## src/rtl/memory_arbiter_if.sv

```systemverilog
// memory_arbiter_if: cache-side request/response and RAM-side bus bundle for memory_arbiter.
interface memory_arbiter_if;
  logic        iREN, iwait, dREN, dWEN, dwait, ramREN, ramWEN;
  logic [31:0] iaddr, iload, daddr, dstore, dload, ramaddr, ramstore, ramload, icount, dcount;
  logic [1:0]  ramstate;
  modport slave (
    input  iREN, iaddr, dREN, dWEN, daddr, dstore, ramload, ramstate,
    output iwait, iload, dwait, dload, ramREN, ramWEN, ramaddr, ramstore, icount, dcount
  );
  modport master (
    output iREN, iaddr, dREN, dWEN, daddr, dstore, ramload, ramstate,
    input  iwait, iload, dwait, dload, ramREN, ramWEN, ramaddr, ramstore, icount, dcount
  );
endinterface

```

## src/rtl/memory_arbiter.sv

```systemverilog
// memory_arbiter: shares one single-port RAM between fetch and data ports, data-first with starvation guard.
// Defining MEM_ARB_STATS_EN adds saturating completion counters on icount/dcount.
module memory_arbiter #(
  parameter int unsigned STARVE_MAX = 4
) (
  input logic            CLK,
  input logic            nRST,
  memory_arbiter_if.slave bus
);
  typedef enum logic [1:0] {IDLE, IACC, DACC} state_t;
  localparam logic [1:0] ACCESS = 2'd2;
  localparam logic [3:0] SMAX = 4'(STARVE_MAX);
  state_t     state, next;
  logic [3:0] starve;
  logic       dreq, idone, ddone;
  assign dreq = bus.dREN | bus.dWEN;
  assign bus.iload = bus.ramload;
  assign bus.dload = bus.ramload;
  always_ff @(posedge CLK) begin
    if (!nRST) begin
      state  <= IDLE;
      starve <= '0;
    end else begin
      state <= next;
      if (idone) starve <= '0;
      else if (ddone && bus.iREN && starve != 4'hF) starve <= starve + 4'd1;
    end
  end
  always_comb begin
    next         = state;
    idone        = 1'b0;
    ddone        = 1'b0;
    bus.iwait    = 1'b1;
    bus.dwait    = 1'b1;
    bus.ramREN   = 1'b0;
    bus.ramWEN   = 1'b0;
    bus.ramaddr  = '0;
    bus.ramstore = '0;
    case (state)
      IDLE: next = (dreq && (!bus.iREN || starve < SMAX)) ? DACC : bus.iREN ? IACC : IDLE;
      IACC: begin
        if (!bus.iREN) next = IDLE;
        else begin
          bus.ramREN  = 1'b1;
          bus.ramaddr = bus.iaddr;
          if (bus.ramstate == ACCESS) begin
            bus.iwait = 1'b0;
            idone     = 1'b1;
            next      = IDLE;
          end
        end
      end
      DACC: begin
        if (!dreq) next = IDLE;
        else begin
          bus.ramaddr  = bus.daddr;
          bus.ramstore = bus.dstore;
          bus.ramWEN   = bus.dWEN;
          bus.ramREN   = bus.dREN & ~bus.dWEN;
          if (bus.ramstate == ACCESS) begin
            bus.dwait = 1'b0;
            ddone     = 1'b1;
            next      = IDLE;
          end
        end
      end
      default: next = IDLE;
    endcase
  end
`ifdef MEM_ARB_STATS_EN
  logic [31:0] icnt, dcnt;
  always_ff @(posedge CLK) begin
    if (!nRST) begin
      icnt <= '0;
      dcnt <= '0;
    end else begin
      if (idone && icnt != '1) icnt <= icnt + 32'd1;
      if (ddone && dcnt != '1) dcnt <= dcnt + 32'd1;
    end
  end
  assign bus.icount = icnt;
  assign bus.dcount = dcnt;
`else
  assign bus.icount = '0;
  assign bus.dcount = '0;
`endif
endmodule

```

## src/flat_wrapper.sv

```systemverilog
// flat-port wrapper written by rule: the top's interface ports become plain ports
module memory_arbiter_flat 
#(
  parameter int unsigned STARVE_MAX = 4
)
  (CLK, nRST, bus_iREN, bus_iaddr, bus_dREN, bus_dWEN, bus_daddr, bus_dstore, bus_ramload, bus_ramstate, bus_iwait, bus_iload, bus_dwait, bus_dload, bus_ramREN, bus_ramWEN, bus_ramaddr, bus_ramstore, bus_icount, bus_dcount);
  memory_arbiter_if bus_i ();
  input logic CLK;
  input logic nRST;
  input wire logic [$bits(bus_i.iREN)-1:0] bus_iREN;
  input wire logic [$bits(bus_i.iaddr)-1:0] bus_iaddr;
  input wire logic [$bits(bus_i.dREN)-1:0] bus_dREN;
  input wire logic [$bits(bus_i.dWEN)-1:0] bus_dWEN;
  input wire logic [$bits(bus_i.daddr)-1:0] bus_daddr;
  input wire logic [$bits(bus_i.dstore)-1:0] bus_dstore;
  input wire logic [$bits(bus_i.ramload)-1:0] bus_ramload;
  input wire logic [$bits(bus_i.ramstate)-1:0] bus_ramstate;
  output wire logic [$bits(bus_i.iwait)-1:0] bus_iwait;
  output wire logic [$bits(bus_i.iload)-1:0] bus_iload;
  output wire logic [$bits(bus_i.dwait)-1:0] bus_dwait;
  output wire logic [$bits(bus_i.dload)-1:0] bus_dload;
  output wire logic [$bits(bus_i.ramREN)-1:0] bus_ramREN;
  output wire logic [$bits(bus_i.ramWEN)-1:0] bus_ramWEN;
  output wire logic [$bits(bus_i.ramaddr)-1:0] bus_ramaddr;
  output wire logic [$bits(bus_i.ramstore)-1:0] bus_ramstore;
  output wire logic [$bits(bus_i.icount)-1:0] bus_icount;
  output wire logic [$bits(bus_i.dcount)-1:0] bus_dcount;
  assign bus_i.iREN = bus_iREN;
  assign bus_i.iaddr = bus_iaddr;
  assign bus_i.dREN = bus_dREN;
  assign bus_i.dWEN = bus_dWEN;
  assign bus_i.daddr = bus_daddr;
  assign bus_i.dstore = bus_dstore;
  assign bus_i.ramload = bus_ramload;
  assign bus_i.ramstate = bus_ramstate;
  assign bus_iwait = bus_i.iwait;
  assign bus_iload = bus_i.iload;
  assign bus_dwait = bus_i.dwait;
  assign bus_dload = bus_i.dload;
  assign bus_ramREN = bus_i.ramREN;
  assign bus_ramWEN = bus_i.ramWEN;
  assign bus_ramaddr = bus_i.ramaddr;
  assign bus_ramstore = bus_i.ramstore;
  assign bus_icount = bus_i.icount;
  assign bus_dcount = bus_i.dcount;
  memory_arbiter #(.STARVE_MAX(STARVE_MAX)) u_core (.CLK(CLK), .nRST(nRST), .bus(bus_i));
endmodule
```

## config.mk

```make
export PLATFORM = sky130hd
export DESIGN_NAME = memory_arbiter_flat
export DESIGN_NICKNAME = d
export VERILOG_FILES = /design/src/rtl/memory_arbiter_if.sv /design/src/rtl/memory_arbiter.sv /design/src/flat_wrapper.sv
export SDC_FILE = /design/constraint.sdc
export NUM_CORES = 1
export LEC_CHECK = 0
export BUFFER_PORTS_ARGS = -buffer_cell sky130_fd_sc_hd__buf_2
export CORE_AREA = 5 5 124 126
export CTS_BUF_LIST = sky130_fd_sc_hd__clkbuf_16
export CTS_CLUSTER_DIAMETER = 100
export DETAILED_ROUTE_END_ITERATION = 16
export DIE_AREA = 0 0 129 131
export PLACE_DENSITY = 0.45
export SLEW_MARGIN = 25
export SYNTH_ARGS = -nofsm -noshare
export SYNTH_HDL_FRONTEND = slang
export SYNTH_SLANG_ARGS = --single-unit
```

## constraint.sdc

```tcl
create_clock -name CLK -period 3.92 [get_ports CLK]
set_input_delay 0.784 -clock CLK [delete_from_list [all_inputs] [get_ports CLK]]
set_output_delay 0.784 -clock CLK [all_outputs]
set_load 0.05 [all_outputs]
```

==> impl_results.html, run 1 <==
<table>
<tr><th>Metric</th><th>Value</th></tr>
<tr><th colspan="2">Power</th></tr>
<tr><td>Switching part of the total</td><td>54.8%</td></tr>
<tr><td>Power density of the placed cells</td><td>255 nW/µm²</td></tr>
<tr><td>Static power due to leakage</td><td>0.00135 µW</td></tr>
<tr><td>Power share of the clock group</td><td>25.1%</td></tr>
<tr><td>Switching power</td><td>352 µW</td></tr>
<tr><td>Maximum VDD drop</td><td>0.103 mV</td></tr>
<tr><td>Fraction of power consumed by sequential logic</td><td>10.1%</td></tr>
<tr><td>Part of the total power dissipated in combinational logic</td><td>64.8%</td></tr>
<tr><td>Internal power summed over all cells</td><td>291 µW</td></tr>
<tr><th colspan="2">Worst setup path</th></tr>
<tr><td>Critical path fanouts, max</td><td>69</td></tr>
<tr><td>Classification of the worst setup path</td><td>flip-flop to output pin</td></tr>
<tr><td>Startpoint type of the worst setup path</td><td>flip-flop</td></tr>
<tr><td>Beginning of the worst register-to-register path</td><td>u_core.state[0]</td></tr>
<tr><td>Req. time, crit path</td><td>3.14 ns</td></tr>
<tr><td>Setup crit end kind</td><td>output pin</td></tr>
<tr><td>Arrival time at the worst endpoint</td><td>2.14 ns</td></tr>
<tr><td>Worst Reg2Reg Path Length in Cells</td><td>5</td></tr>
<tr><td>CP Launch Point</td><td>u_core.state[0]</td></tr>
<tr><th colspan="2">Detailed routing</th></tr>
<tr><td>Vias after detailed routing</td><td>1,983</td></tr>
<tr><td>WL/cell</td><td>12.6 µm</td></tr>
<tr><td>Routed vias/inst</td><td>3.49</td></tr>
<tr><td>Post-route DRC</td><td>0</td></tr>
<tr><td>Drt initial violations</td><td>65</td></tr>
<tr><td>Number of iterations in the first detailed-routing pass</td><td>4</td></tr>
<tr><td>Drt total wl</td><td>7.18 mm</td></tr>
<tr><td>Final antenna-violating net count</td><td>0</td></tr>
<tr><th colspan="2">Global routing</th></tr>
<tr><td>Overall Global Routing Usage</td><td>6.93%</td></tr>
<tr><td>Via count of the first global-routing pass</td><td>1,749</td></tr>
<tr><td>Largest net degree at the start of global routing</td><td>70</td></tr>
<tr><td>Initial antenna violation count</td><td>0</td></tr>
<tr><td>Wire length of the first global-routing pass</td><td>9.30 mm</td></tr>
<tr><td>Total grt overflow</td><td>0</td></tr>
<tr><th colspan="2">Cells and area</th></tr>
<tr><td>Final non-filler cell total</td><td>569</td></tr>
<tr><td>Layout overhead on the synthesized area</td><td>16.3%</td></tr>
<tr><td>Share of post-route cells with drive strength above 1</td><td>47.0%</td></tr>
<tr><td>Total inserted antenna cells</td><td>0</td></tr>
<tr><td>Final Net Count</td><td>527</td></tr>
<tr><th colspan="2">CTS</th></tr>
<tr><td>Inserted Clock Buffers</td><td>3</td></tr>
<tr><td>Number of gates resized after CTS</td><td>0</td></tr>
<tr><td>Clock latency reported for the late side of the worst-skew pair</td><td>0.22 ns</td></tr>
<tr><td># clock sinks</td><td>6</td></tr>
<tr><td>CTS tree</td><td>yes</td></tr>
<tr><td>Clock root cell</td><td>clkbuf_16</td></tr>
<tr><td>Worst-case clock buffer depth</td><td>2</td></tr>
<tr><td>Post-CTS repair timing setup buffer count</td><td>0</td></tr>
<tr><td>CTS H-tree depth</td><td>1</td></tr>
<tr><td>Hold_buf cts</td><td>0</td></tr>
<tr><td>Clock transition at the registers of the reported paths</td><td>0.03 ns</td></tr>
<tr><th colspan="2">Placed design</th></tr>
<tr><td>IO buf count</td><td>170</td></tr>
<tr><td>Gpl congestion</td><td>0.687</td></tr>
<tr><td>Placed cells</td><td>566</td></tr>
<tr><td>Placed wire-length estimate after detailed placement</td><td>6.01 mm</td></tr>
<tr><td>Pre-CTS setup slack</td><td>0.973 ns</td></tr>
<tr><th colspan="2">STA</th></tr>
<tr><td>RSZ-0062 raised after global routing</td><td>no</td></tr>
<tr><td>Worst setup skew after layout</td><td>0.00146 ns</td></tr>
<tr><td>Accumulated negative setup slack</td><td>0 ns</td></tr>
<tr><td>Hold violation count in the final report</td><td>0</td></tr>
<tr><td>Pins Over Slew Limit</td><td>0</td></tr>
<tr><td>Worst setup slack after layout</td><td>0.997 ns</td></tr>
<tr><td>Actual slew at the worst max-slew pin</td><td>0.688 ns</td></tr>
<tr><td>Final count of negative-setup-slack endpoints</td><td>0</td></tr>
<tr><td>Final min period</td><td>2.92 ns</td></tr>
<tr><td>FMAX</td><td>342 MHz</td></tr>
<tr><td>Final critical-path share of the clock period</td><td>74.6%</td></tr>
<tr><td>Relative slew margins</td><td>54.2%</td></tr>
<tr><th colspan="2">Yosys</th></tr>
<tr><td>Prevailing post-synth register cell</td><td>dfxtp_1</td></tr>
<tr><td>Number of synthesis warnings</td><td>0</td></tr>
<tr><td>Total of flip-flops plus latches after synthesis</td><td>6</td></tr>
<tr><td>Sequential fraction of the synthesis area</td><td>5.53%</td></tr>
<tr><td>Number of different library cells in the post-synthesis netlist</td><td>33</td></tr>
<tr><td>Share of flip-flops with an asynchronous set or reset after synthesis</td><td>0%</td></tr>
<tr><td>Mapped cell area</td><td>2170 µm²</td></tr>
<tr><td>Post-synthesis cell count</td><td>289</td></tr>
<tr><td>Mean post-synth cell area</td><td>7.51 µm²</td></tr>
<tr><td>Post-synth EDFFs</td><td>0</td></tr>
<tr><th colspan="2">Floorplanning</th></tr>
<tr><td>Area of the core region</td><td>14,200 µm²</td></tr>
<tr><td>Boundary Pins</td><td>331</td></tr>
<tr><td>Starting utilization of the core area</td><td>15.3%</td></tr>
<tr><td>Die Footprint</td><td>16,900 µm²</td></tr>
<tr><td>Overall die height</td><td>131 µm</td></tr>
<tr><td>Standard-cell rows</td><td>44</td></tr>
<tr><td>Die width</td><td>129 µm</td></tr>
<tr><th colspan="2">Worst hold path</th></tr>
<tr><td>Startpoint of the tightest hold check path</td><td>u_core.starve[1]</td></tr>
<tr><td>Worst hold path class</td><td>flip-flop to flip-flop</td></tr>
<tr><td>Number of stages on the worst hold path</td><td>2</td></tr>
<tr><th colspan="2">Job</th></tr>
<tr><td>Maxcap violations</td><td>0</td></tr>
<tr><th colspan="2">Outcome</th></tr>
<tr><td>Result of the run</td><td>finished, final reports clean</td></tr>
</table>
per-layer routing:
metal | GRT usage (%) | share of wire (%)
met5 | 0 | 0
met4 | 2.72 | 3.3
met3 | 1.42 | 12
met2 | 12.8 | 50
met1 | 7.80 | 35
cell usage after synthesis, types with 3 or more instances:
cell type  count  area, µm²
buf_6          5       56.3
ha_1           5       62.6
and2_1        34        213
nor2b_1       32        200
clkbuf_1       4       15.0
a22oi_1       32        240
inv_1          3       11.3
dfxtp_1        6        120
buf_4        132        991
nand3_1        3       15.0
nand3b_1       3       22.5
worst max-delay path, cell delays in order, from the launching register on:
cell and delay [ns]:
dfxtp_1 0.33, inv_1 0.09, ha_1 0.25, o21a_4 0.60
a22oi_1 0.20, nor2b_1 0.13, buf_2 0.27
cell usage in the layout (no fill, tap or decap):
cell / count
inv_1: 3
dfxtp_1: 6
o21ai_0: 1
a22oi_1: 32
and3_1: 1
o21ai_2: 1
mux2i_1: 2
nand2b_1: 2
clkbuf_16: 3
nand4b_1: 1
a211oi_2: 2
and3b_1: 1
o211ai_1: 2
a31oi_1: 2
a311oi_2: 1
nor2_1: 2
nand2_1: 2
or2_2: 1
buf_2: 170
nand3_1: 3
o21a_1: 1
conb_1: 64
buf_4: 1
o311ai_0: 1
nor4_1: 1
o21a_4: 1
nor2b_1: 32
and4_1: 1
a21oi_1: 2
ha_1: 5
and2_1: 34
buf_12: 1
nand3b_1: 3
final cells by class:
type	count	area, µm²
Clock buffer	3	75.1
Fill cell	1649	11700
Inverter	3	11.3
Multi-Input combinational cell	201	1210
Sequential cell	6	120
Tap cell	184	230
Timing Repair Buffer	172	878
state kept, by name (all words and copies together) (netlist names):
register       count
u_core.starve      4
u_core.state       2
kinds of logic after synthesis:
| family | share of synthesized area (%) |
|---|---|
| AOI/OAI and AO/OA | 16.7 |
| adders and majority gates | 2.88 |
| buffers and inverters | 49.7 |
| DFF | 5.53 |
| muxes | 0.922 |
| other | 0.173 |
| and+or+nand+nor | 24.1 |
path summary, 6_finish.rpt:
check	endpoint	slack [ns]
max	bus_ramaddr[21]	1.0
min	u_core.starve[1]	0.49
max reg2reg	u_core.starve[3]	2.11
min reg2reg	u_core.starve[1]	0.49
through the flow:
step	hold WS [ns]	power (µW)	cell area (µm²)	util [%]
CTS	0.489	647	2520	17.8
global placement	0.482	485	2450	17.2
floorplan	0.459	616	2410	-
detailed placement	0.484	483	2450	17.2
global route	0.507	676	2520	17.8
finish	0.489	643	2520	17.8
power by group through the flow:
stage / sequential, µW / clock (µW) / combinational [µW]
detailed placement: 65.6 / 0 / 417
floorplan: 65.2 / 0 / 551
global placement: 65.6 / 0 / 419
finish: 64.7 / 162 / 417
CTS: 64.7 / 164 / 418
global route: 65.0 / 170 / 442
(Power assumes the default switching activity.)
==> run 2, diff against run 1 <==
ABC_AREA = 1   (was default)
CORE_AREA = 5 5 126 128   (was 5 5 124 126)
DIE_AREA = 0 0 131 133   (was 0 0 129 131)
PLACE_DENSITY = 0.44   (was 0.45)
clock period = 3 ns   (was 3.92 ns; I/O delays follow)
==> run 2 against run 1 <==
Net effect: sequential power rose by 35%; via count rose by 13%; clock power increased by 33%; synthesized cell count increased by 29%; wire length rose by 1.1%; non-clock buffer count grew 4; critical path type unchanged; critical endpoint is now bus_ramaddr[0].
==> impl_results.html, run 2 <==
<table>
<tr><th>Metric</th><th>Value</th></tr>
<tr><th colspan="2">Floorplanning</th></tr>
<tr><td>Area of the core region</td><td>14,800 µm²</td></tr>
<tr><td>Boundary Pins</td><td>331</td></tr>
<tr><td>Standard-cell rows</td><td>45</td></tr>
<tr><td>Starting utilization of the core area</td><td>14.3%</td></tr>
<tr><td>Die Footprint</td><td>17,400 µm²</td></tr>
<tr><td>Overall die height</td><td>133 µm</td></tr>
<tr><td>Die width</td><td>131 µm</td></tr>
<tr><th colspan="2">Worst setup path</th></tr>
<tr><td>Critical path fanouts, max</td><td>35</td></tr>
<tr><td>Req. time, crit path</td><td>2.40 ns</td></tr>
<tr><td>Destination of the critical timing path</td><td>bus_ramaddr[0]</td></tr>
<tr><td>Beginning of the worst register-to-register path</td><td>u_core.state[0]</td></tr>
<tr><td>Arrival time at the worst endpoint</td><td>1.85 ns</td></tr>
<tr><td>Setup crit end kind</td><td>output pin</td></tr>
<tr><td>Classification of the worst setup path</td><td>flip-flop to output pin</td></tr>
<tr><td>Register-to-register path setup slack</td><td>1.42 ns</td></tr>
<tr><td>Worst reg2reg endpoint</td><td>u_core.starve[0]</td></tr>
<tr><td>Worst Reg2Reg Path Length in Cells</td><td>9</td></tr>
<tr><td>Startpoint type of the worst setup path</td><td>flip-flop</td></tr>
<tr><td>CP Launch Point</td><td>u_core.state[0]</td></tr>
<tr><th colspan="2">Global routing</th></tr>
<tr><td>Total grt overflow</td><td>0</td></tr>
<tr><td>Wire length of the first global-routing pass</td><td>9.96 mm</td></tr>
<tr><td>Via count of the first global-routing pass</td><td>2,033</td></tr>
<tr><td>Busiest grt layer</td><td>met2</td></tr>
<tr><td>Overall Global Routing Usage</td><td>7.11%</td></tr>
<tr><td>Initial antenna violation count</td><td>0</td></tr>
<tr><td>Met1 Track Usage GR</td><td>7.44%</td></tr>
<tr><td>Global routing met3 resource utilization</td><td>1.33%</td></tr>
<tr><td>Met2 Use GR</td><td>12.6%</td></tr>
<tr><td>Largest net degree at the start of global routing</td><td>36</td></tr>
<tr><th colspan="2">CTS</th></tr>
<tr><td>Post-CTS repair timing setup buffer count</td><td>0</td></tr>
<tr><td>Clock transition at the registers of the reported paths</td><td>0.03 ns</td></tr>
<tr><td>CTS tree</td><td>yes</td></tr>
<tr><td>Number of gates resized after CTS</td><td>0</td></tr>
<tr><td>CTS H-tree depth</td><td>1</td></tr>
<tr><td>Inserted Clock Buffers</td><td>3</td></tr>
<tr><td>Worst-case clock buffer depth</td><td>2</td></tr>
<tr><td># clock sinks</td><td>6</td></tr>
<tr><td>Hold_buf cts</td><td>0</td></tr>
<tr><td>Clock latency reported for the late side of the worst-skew pair</td><td>0.23 ns</td></tr>
<tr><td>Clock root cell</td><td>clkbuf_16</td></tr>
<tr><th colspan="2">Yosys</th></tr>
<tr><td>Most frequent cells after synthesis</td><td>buf_4 (128), nand2_1 (79), nor2_1 (45), inv_1 (44), a21oi_1 (35)</td></tr>
<tr><td>Cell type with the largest total area after synthesis</td><td>buf_4</td></tr>
<tr><td>Mean post-synth cell area</td><td>5.67 µm²</td></tr>
<tr><td>Post-synth EDFFs</td><td>0</td></tr>
<tr><td>Post-synth top area share</td><td>45.5%</td></tr>
<tr><td>Post-synthesis cell count</td><td>373</td></tr>
<tr><td>Number of different library cells in the post-synthesis netlist</td><td>19</td></tr>
<tr><td>Share of flip-flops with an asynchronous set or reset after synthesis</td><td>0%</td></tr>
<tr><td>Synth top area cells</td><td>buf_4 (45%), nand2_1 (14%), a21oi_1 (8.3%)</td></tr>
<tr><td>Total of flip-flops plus latches after synthesis</td><td>6</td></tr>
<tr><td>Cell with the most instances after synthesis</td><td>buf_4</td></tr>
<tr><td>Number of synthesis warnings</td><td>0</td></tr>
<tr><td>Mapped cell area</td><td>2110 µm²</td></tr>
<tr><td>Sequential fraction of the synthesis area</td><td>5.68%</td></tr>
<tr><td>Prevailing post-synth register cell</td><td>dfxtp_1</td></tr>
<tr><th colspan="2">Power</th></tr>
<tr><td>Internal power summed over all cells</td><td>368 µW</td></tr>
<tr><td>Fraction of power consumed by sequential logic</td><td>10.0%</td></tr>
<tr><td>Static power due to leakage</td><td>0.00157 µW</td></tr>
<tr><td>Switching part of the total</td><td>57.6%</td></tr>
<tr><td>Power density of the placed cells</td><td>340 nW/µm²</td></tr>
<tr><td>Maximum VDD drop</td><td>0.0852 mV</td></tr>
<tr><td>Power share of the clock group</td><td>24.8%</td></tr>
<tr><td>Switching power</td><td>500 µW</td></tr>
<tr><td>Part of the total power dissipated in combinational logic</td><td>65.2%</td></tr>
<tr><th colspan="2">Job</th></tr>
<tr><td>Maxcap violations</td><td>0</td></tr>
<tr><th colspan="2">Detailed routing</th></tr>
<tr><td>Drt total wl</td><td>7.26 mm</td></tr>
<tr><td>Number of iterations in the first detailed-routing pass</td><td>3</td></tr>
<tr><td>WL/cell</td><td>10.9 µm</td></tr>
<tr><td>Drt initial violations</td><td>45</td></tr>
<tr><td>Routed vias/inst</td><td>3.39</td></tr>
<tr><td>Final antenna-violating net count</td><td>0</td></tr>
<tr><td>Vias after detailed routing</td><td>2,247</td></tr>
<tr><td>Post-route DRC</td><td>0</td></tr>
<tr><th colspan="2">Outcome</th></tr>
<tr><td>Result of the run</td><td>finished, final reports clean</td></tr>
<tr><th colspan="2">Cells and area</th></tr>
<tr><td>Most common cell after layout, fill and taps aside</td><td>buf_2</td></tr>
<tr><td>Final instance area</td><td>2550 µm²</td></tr>
<tr><td>Final Net Count</td><td>617</td></tr>
<tr><td>Fill count</td><td>1,740</td></tr>
<tr><td>Biggest registers after layout</td><td>u_core.starve: 4 flops, u_core.state: 2 flops</td></tr>
<tr><td>Share of post-route cells with drive strength above 1</td><td>38.3%</td></tr>
<tr><td>Total inserted antenna cells</td><td>0</td></tr>
<tr><td>Layout overhead on the synthesized area</td><td>20.9%</td></tr>
<tr><td>Commonest cells after routing, fill and taps aside</td><td>buf_2 (170), nand2_1 (79), conb_1 (64), nor2_1 (45), inv_1 (44)</td></tr>
<tr><td>Most flops, register</td><td>u_core.starve</td></tr>
<tr><td>Max reg flops</td><td>4</td></tr>
<tr><th colspan="2">STA</th></tr>
<tr><td>Final critical-path share of the clock period</td><td>81.8%</td></tr>
<tr><td>RSZ-0062 raised after global routing</td><td>no</td></tr>
<tr><td>Final min period</td><td>2.45 ns</td></tr>
<tr><td>Final count of negative-setup-slack endpoints</td><td>0</td></tr>
<tr><td>Pins Over Slew Limit</td><td>0</td></tr>
<tr><td>Accumulated negative setup slack</td><td>0 ns</td></tr>
<tr><td>Hold violation count in the final report</td><td>0</td></tr>
<tr><td>FMAX</td><td>408 MHz</td></tr>
<tr><td>Worst setup skew after layout</td><td>0.00108 ns</td></tr>
<tr><th colspan="2">Placed design</th></tr>
<tr><td>Gpl congestion</td><td>0.735</td></tr>
<tr><td>Placed inst area</td><td>2480 µm²</td></tr>
<tr><td>Placed wire-length estimate after detailed placement</td><td>6.18 mm</td></tr>
<tr><td>IO buf count</td><td>170</td></tr>
<tr><th colspan="2">Worst hold path</th></tr>
<tr><td>Worst hold path class</td><td>flip-flop to flip-flop</td></tr>
<tr><td>Number of stages on the worst hold path</td><td>2</td></tr>
</table>
[run 2: cell count changes in the layout (fill, tap and decap cells not counted), moves of 3 or more]
cell and change:
and2_1 -34, nor2_1 +43, nand3_1 +5, buf_4 +4, a22oi_1 -32, nor2b_1 -32, inv_1 +41, a21oi_1 +33
nand3b_1 -3, nand2_1 +77
[run 2: layer usage]
metal / part of all wire (%) / wire, µm / up-vias
met4: 5.9 / 426 / 0
li1: - / - / 1129
met2: 46 / 3350 / 165
met5: 0 / 0 / -
met1: 36 / 2580 / 919
met3: 12 / 899 / 34
[run 2: area by class of cell]
type                    count  area [µm²]  area share, %
clock buffers               3        75.1           2.94
multi-input cells         245        1050           41.0
inverters                  45         169           6.61
well taps                 188         235           9.21
flip-flops and latches      6         120           4.70
repair buffers            176         908           35.6
[run 2: worst max-delay path, stage by stage (launching register included)]
cell,delay (ns)
dfxtp_1,0.32
inv_1,0.10
ha_1,0.24
inv_1,0.10
nor2_4,0.13
buf_12,0.21
nand2_1,0.11
a21oi_1,0.13
buf_2,0.27
[run 2: worst min path at each step]
stage                          start               end  slack [ns]
finish              u_core.starve[1]  u_core.starve[1]        0.53
global route        u_core.starve[3]  u_core.starve[3]        0.58
CTS                 u_core.starve[1]  u_core.starve[1]        0.53
detailed placement  u_core.starve[1]  u_core.starve[1]        0.53
global placement    u_core.starve[1]  u_core.starve[1]        0.52
floorplan           u_core.starve[1]  u_core.starve[1]        0.49
[run 2: kinds of logic after synthesis]
logic type      after synthesis  synth area share [%]
compound gates               40                  9.59
xor+xnor                      1                 0.415
fa+ha+maj                     5                  2.96
buf+inv                     185                  56.1
flops                         6                  5.68
other cells                   1                 0.177
simple gates                135                  25.0
[run 2: per-stage QoR]
step / hold slack (ns) / utilization, % / cells / setup slack [ns] / power (µW)
3_3_place_gp: 0.524 / 16.8 / 660 / 0.712 / 660
5_1_grt: 0.579 / 17.3 / 663 / 0.372 / 922
3_5_place_dp: 0.525 / 16.8 / 660 / 0.695 / 658
4_1_cts: 0.528 / 17.3 / 663 / 0.495 / 879
6_report: 0.529 / 17.3 / 663 / 0.547 / 868
2_1_floorplan: 0.495 / - / 436 / 0.590 / 805
[run 2: power by group through the flow]
stage / registers [µW] / clock network, µW / logic [µW]
finish: 87.1 / 215 / 566
floorplan: 87.1 / 0 / 718
global route: 87.8 / 229 / 606
CTS: 87.2 / 222 / 570
global placement: 88.2 / 0 / 572
detailed placement: 88.3 / 0 / 569
==> run 3, diff against run 2 <==
clock period = 2.4 ns   (was 3 ns; I/O delays follow)
==> run 3 against run 2 <==
Net effect: utilization grew 0.70 points; sequential share of layout area shrank 0.18 points; register-to-register slack lost 0.64 ns; clock power grew 24%; sequential cell count is the same; first-iteration DRC count grew 29%; cell count is the same; critical path depth shrank 2; non-clock buffer count is the same; power grew 27%; critical endpoint is now bus_ramaddr[29]; highest routed layer unchanged.
==> impl_results.html, run 3 (synthesized netlist as in run 2, its figures left out) <==
<table>
<tr><th>Metric</th><th>Value</th></tr>
<tr><th colspan="2">Outcome</th></tr>
<tr><td>Result of the run</td><td>finished, final reports clean</td></tr>
<tr><th colspan="2">STA</th></tr>
<tr><td>Final min period</td><td>2.25 ns</td></tr>
<tr><td>FMAX</td><td>444 MHz</td></tr>
<tr><td>Hold Worst Slack</td><td>0.518 ns</td></tr>
<tr><td>Worst setup skew after layout</td><td>0.000625 ns</td></tr>
<tr><td>Relative slew margins</td><td>46.5%</td></tr>
<tr><td>RSZ-0062 raised after global routing</td><td>no</td></tr>
<tr><td>Hold violation count in the final report</td><td>0</td></tr>
<tr><td>Accumulated negative setup slack</td><td>0 ns</td></tr>
<tr><td>Actual slew at the worst max-slew pin</td><td>0.803 ns</td></tr>
<tr><td>Final count of negative-setup-slack endpoints</td><td>0</td></tr>
<tr><td>Pins Over Slew Limit</td><td>0</td></tr>
<tr><td>Final critical-path share of the clock period</td><td>93.8%</td></tr>
<tr><th colspan="2">Power</th></tr>
<tr><td>Maximum VDD drop</td><td>0.126 mV</td></tr>
<tr><td>Power density of the placed cells</td><td>414 nW/µm²</td></tr>
<tr><td>Static power due to leakage</td><td>0.00159 µW</td></tr>
<tr><th colspan="2">Detailed routing</th></tr>
<tr><td>WL/cell</td><td>10.9 µm</td></tr>
<tr><td>Vias after detailed routing</td><td>2,280</td></tr>
<tr><td>Number of iterations in the first detailed-routing pass</td><td>4</td></tr>
<tr><td>Drt total wl</td><td>7.23 mm</td></tr>
<tr><td>Final antenna-violating net count</td><td>0</td></tr>
<tr><td>Drt initial violations</td><td>58</td></tr>
<tr><td>Routed vias/inst</td><td>3.44</td></tr>
<tr><td>Post-route DRC</td><td>0</td></tr>
<tr><th colspan="2">Worst setup path</th></tr>
<tr><td>Critical path fanouts, max</td><td>32</td></tr>
<tr><td>Setup crit end kind</td><td>output pin</td></tr>
<tr><td>Master of the slowest instance on the critical path</td><td>dfxtp_1</td></tr>
<tr><td>Max incr delay on CP</td><td>0.38 ns</td></tr>
<tr><td>Arrival time at the worst endpoint</td><td>1.77 ns</td></tr>
<tr><td>Req. time, crit path</td><td>1.92 ns</td></tr>
<tr><td>Startpoint type of the worst setup path</td><td>flip-flop</td></tr>
<tr><td>Classification of the worst setup path</td><td>flip-flop to output pin</td></tr>
<tr><td>Crit path cell chain</td><td>inv_1 &gt; ha_1 &gt; inv_1 &gt; buf_4 &gt; a21oi_1 &gt; buf_2</td></tr>
<tr><td>Critical Path Most Common Cell</td><td>inv_1</td></tr>
<tr><th colspan="2">CTS</th></tr>
<tr><td>CTS tree</td><td>yes</td></tr>
<tr><td>Worst-case clock buffer depth</td><td>2</td></tr>
<tr><td>Inserted Clock Buffers</td><td>3</td></tr>
<tr><td>Clock latency reported for the late side of the worst-skew pair</td><td>0.23 ns</td></tr>
<tr><td>Clock transition at the registers of the reported paths</td><td>0.03 ns</td></tr>
<tr><td>CTS H-tree depth</td><td>1</td></tr>
<tr><td># clock sinks</td><td>6</td></tr>
<tr><td>Clock root cell</td><td>clkbuf_16</td></tr>
<tr><th colspan="2">Cells and area</th></tr>
<tr><td>Final Net Count</td><td>617</td></tr>
<tr><td>Final instance area</td><td>2660 µm²</td></tr>
<tr><td>Biggest registers after layout</td><td>u_core.starve: 4 flops, u_core.state: 2 flops</td></tr>
<tr><td>Layout overhead on the synthesized area</td><td>25.8%</td></tr>
<tr><td>Most flops, register</td><td>u_core.starve</td></tr>
<tr><td>Commonest cells after routing, fill and taps aside</td><td>buf_2 (156), nand2_1 (79), conb_1 (64), nor2_1 (45), inv_1 (43)</td></tr>
<tr><td>Max reg flops</td><td>4</td></tr>
<tr><td>Total inserted antenna cells</td><td>0</td></tr>
<tr><td>Most common cell after layout, fill and taps aside</td><td>buf_2</td></tr>
<tr><td>Share of post-route cells with drive strength above 1</td><td>38.7%</td></tr>
<tr><th colspan="2">Global routing</th></tr>
<tr><td>Via count of the first global-routing pass</td><td>1,906</td></tr>
<tr><td>Wire length of the first global-routing pass</td><td>8.99 mm</td></tr>
<tr><td>Largest net degree at the start of global routing</td><td>36</td></tr>
<tr><td>Total grt overflow</td><td>0</td></tr>
<tr><td>Initial antenna violation count</td><td>0</td></tr>
<tr><td>Overall Global Routing Usage</td><td>6.44%</td></tr>
<tr><th colspan="2">Job</th></tr>
<tr><td>Maxcap violations</td><td>0</td></tr>
<tr><th colspan="2">Floorplanning</th></tr>
<tr><td>Area of the core region</td><td>14,800 µm²</td></tr>
<tr><td>Standard-cell rows</td><td>45</td></tr>
<tr><td>Die Footprint</td><td>17,400 µm²</td></tr>
<tr><td>Starting utilization of the core area</td><td>14.3%</td></tr>
<tr><td>Boundary Pins</td><td>331</td></tr>
<tr><td>Die width</td><td>131 µm</td></tr>
<tr><td>Overall die height</td><td>133 µm</td></tr>
<tr><th colspan="2">Placed design</th></tr>
<tr><td>Gpl congestion</td><td>0.749</td></tr>
<tr><td>IO buf count</td><td>170</td></tr>
<tr><td>Placed wire-length estimate after detailed placement</td><td>6.02 mm</td></tr>
<tr><td>Placed inst area</td><td>2510 µm²</td></tr>
<tr><th colspan="2">Worst hold path</th></tr>
<tr><td>Worst hold path class</td><td>flip-flop to flip-flop</td></tr>
</table>
run 3: cell types whose count changed in the layout (fill, tap and decap cells not counted), sizes merged:
| cell | before | now |
|---|---|---|
| buf | 176 | 172 |
| clkbuf | 3 | 7 |
run 3: metrics by stage:
step                total power [µW]  util (%)  setup slack (ns)  cells
global placement                 829      17.0             0.151    659
global route                    1170      18.0            0.0225    663
detailed placement               825      17.0             0.151    659
finish                          1100      18.0             0.150    663
CTS                             1100      17.7           0.00516    662
floorplan                       1010         -             0.110    436
run 3: what timing repair did:
action	in CTS	in global routing
setup endpoints to repair	9	33
buffers inserted	0	0
pin swaps	0	1
resized for setup	9	8
hold buffers	0	0
cloned	0	1
run 3: routing by layer:
layer	track usage, %	up-vias	wire (µm)
li1	-	1129	-
met2	11.3	170	3340
met1	6.69	948	2550
met4	4.74	0	411
met5	0	-	0
met3	1.17	33	918
run 3: worst max-delay path: cells and delay by family (launching register included):
family | cells | cell delay [ns]
buf+inv | 4 | 0.67
flops | 1 | 0.38
fa+ha+maj | 1 | 0.28
compound gates | 1 | 0.19
run 3: area by class of cell:
cell class | instances | area, µm²
Clock buffer | 3 | 75.1
Fill cell | 1737 | 12100
Inverter | 45 | 169
Multi-Input combinational cell | 245 | 1060
Sequential cell | 6 | 120
Tap cell | 188 | 235
Timing Repair Buffer | 176 | 998
run 3: path summary, 6_finish.rpt:
kind | startpoint | end | slack (ns) | depth (start not counted)
worst min register to register | u_core.starve[1] | u_core.starve[1] | 0.52 | 2
worst max-delay path | u_core.state[1] | bus_ramaddr[29] | 0.15 | 6
worst max register to register | u_core.state[0] | u_core.starve[2] | 0.78 | 8
worst min-delay path | u_core.starve[1] | u_core.starve[1] | 0.52 | 2
run 3: where the power goes:
group / switching [µW] / leakage [µW] / internal (µW)
sequential: 4.77 / 0.0000488 / 104
clock: 52.5 / 0.0000370 / 213
combinational: 567 / 0.00150 / 159
total: 624 / 0.00159 / 477
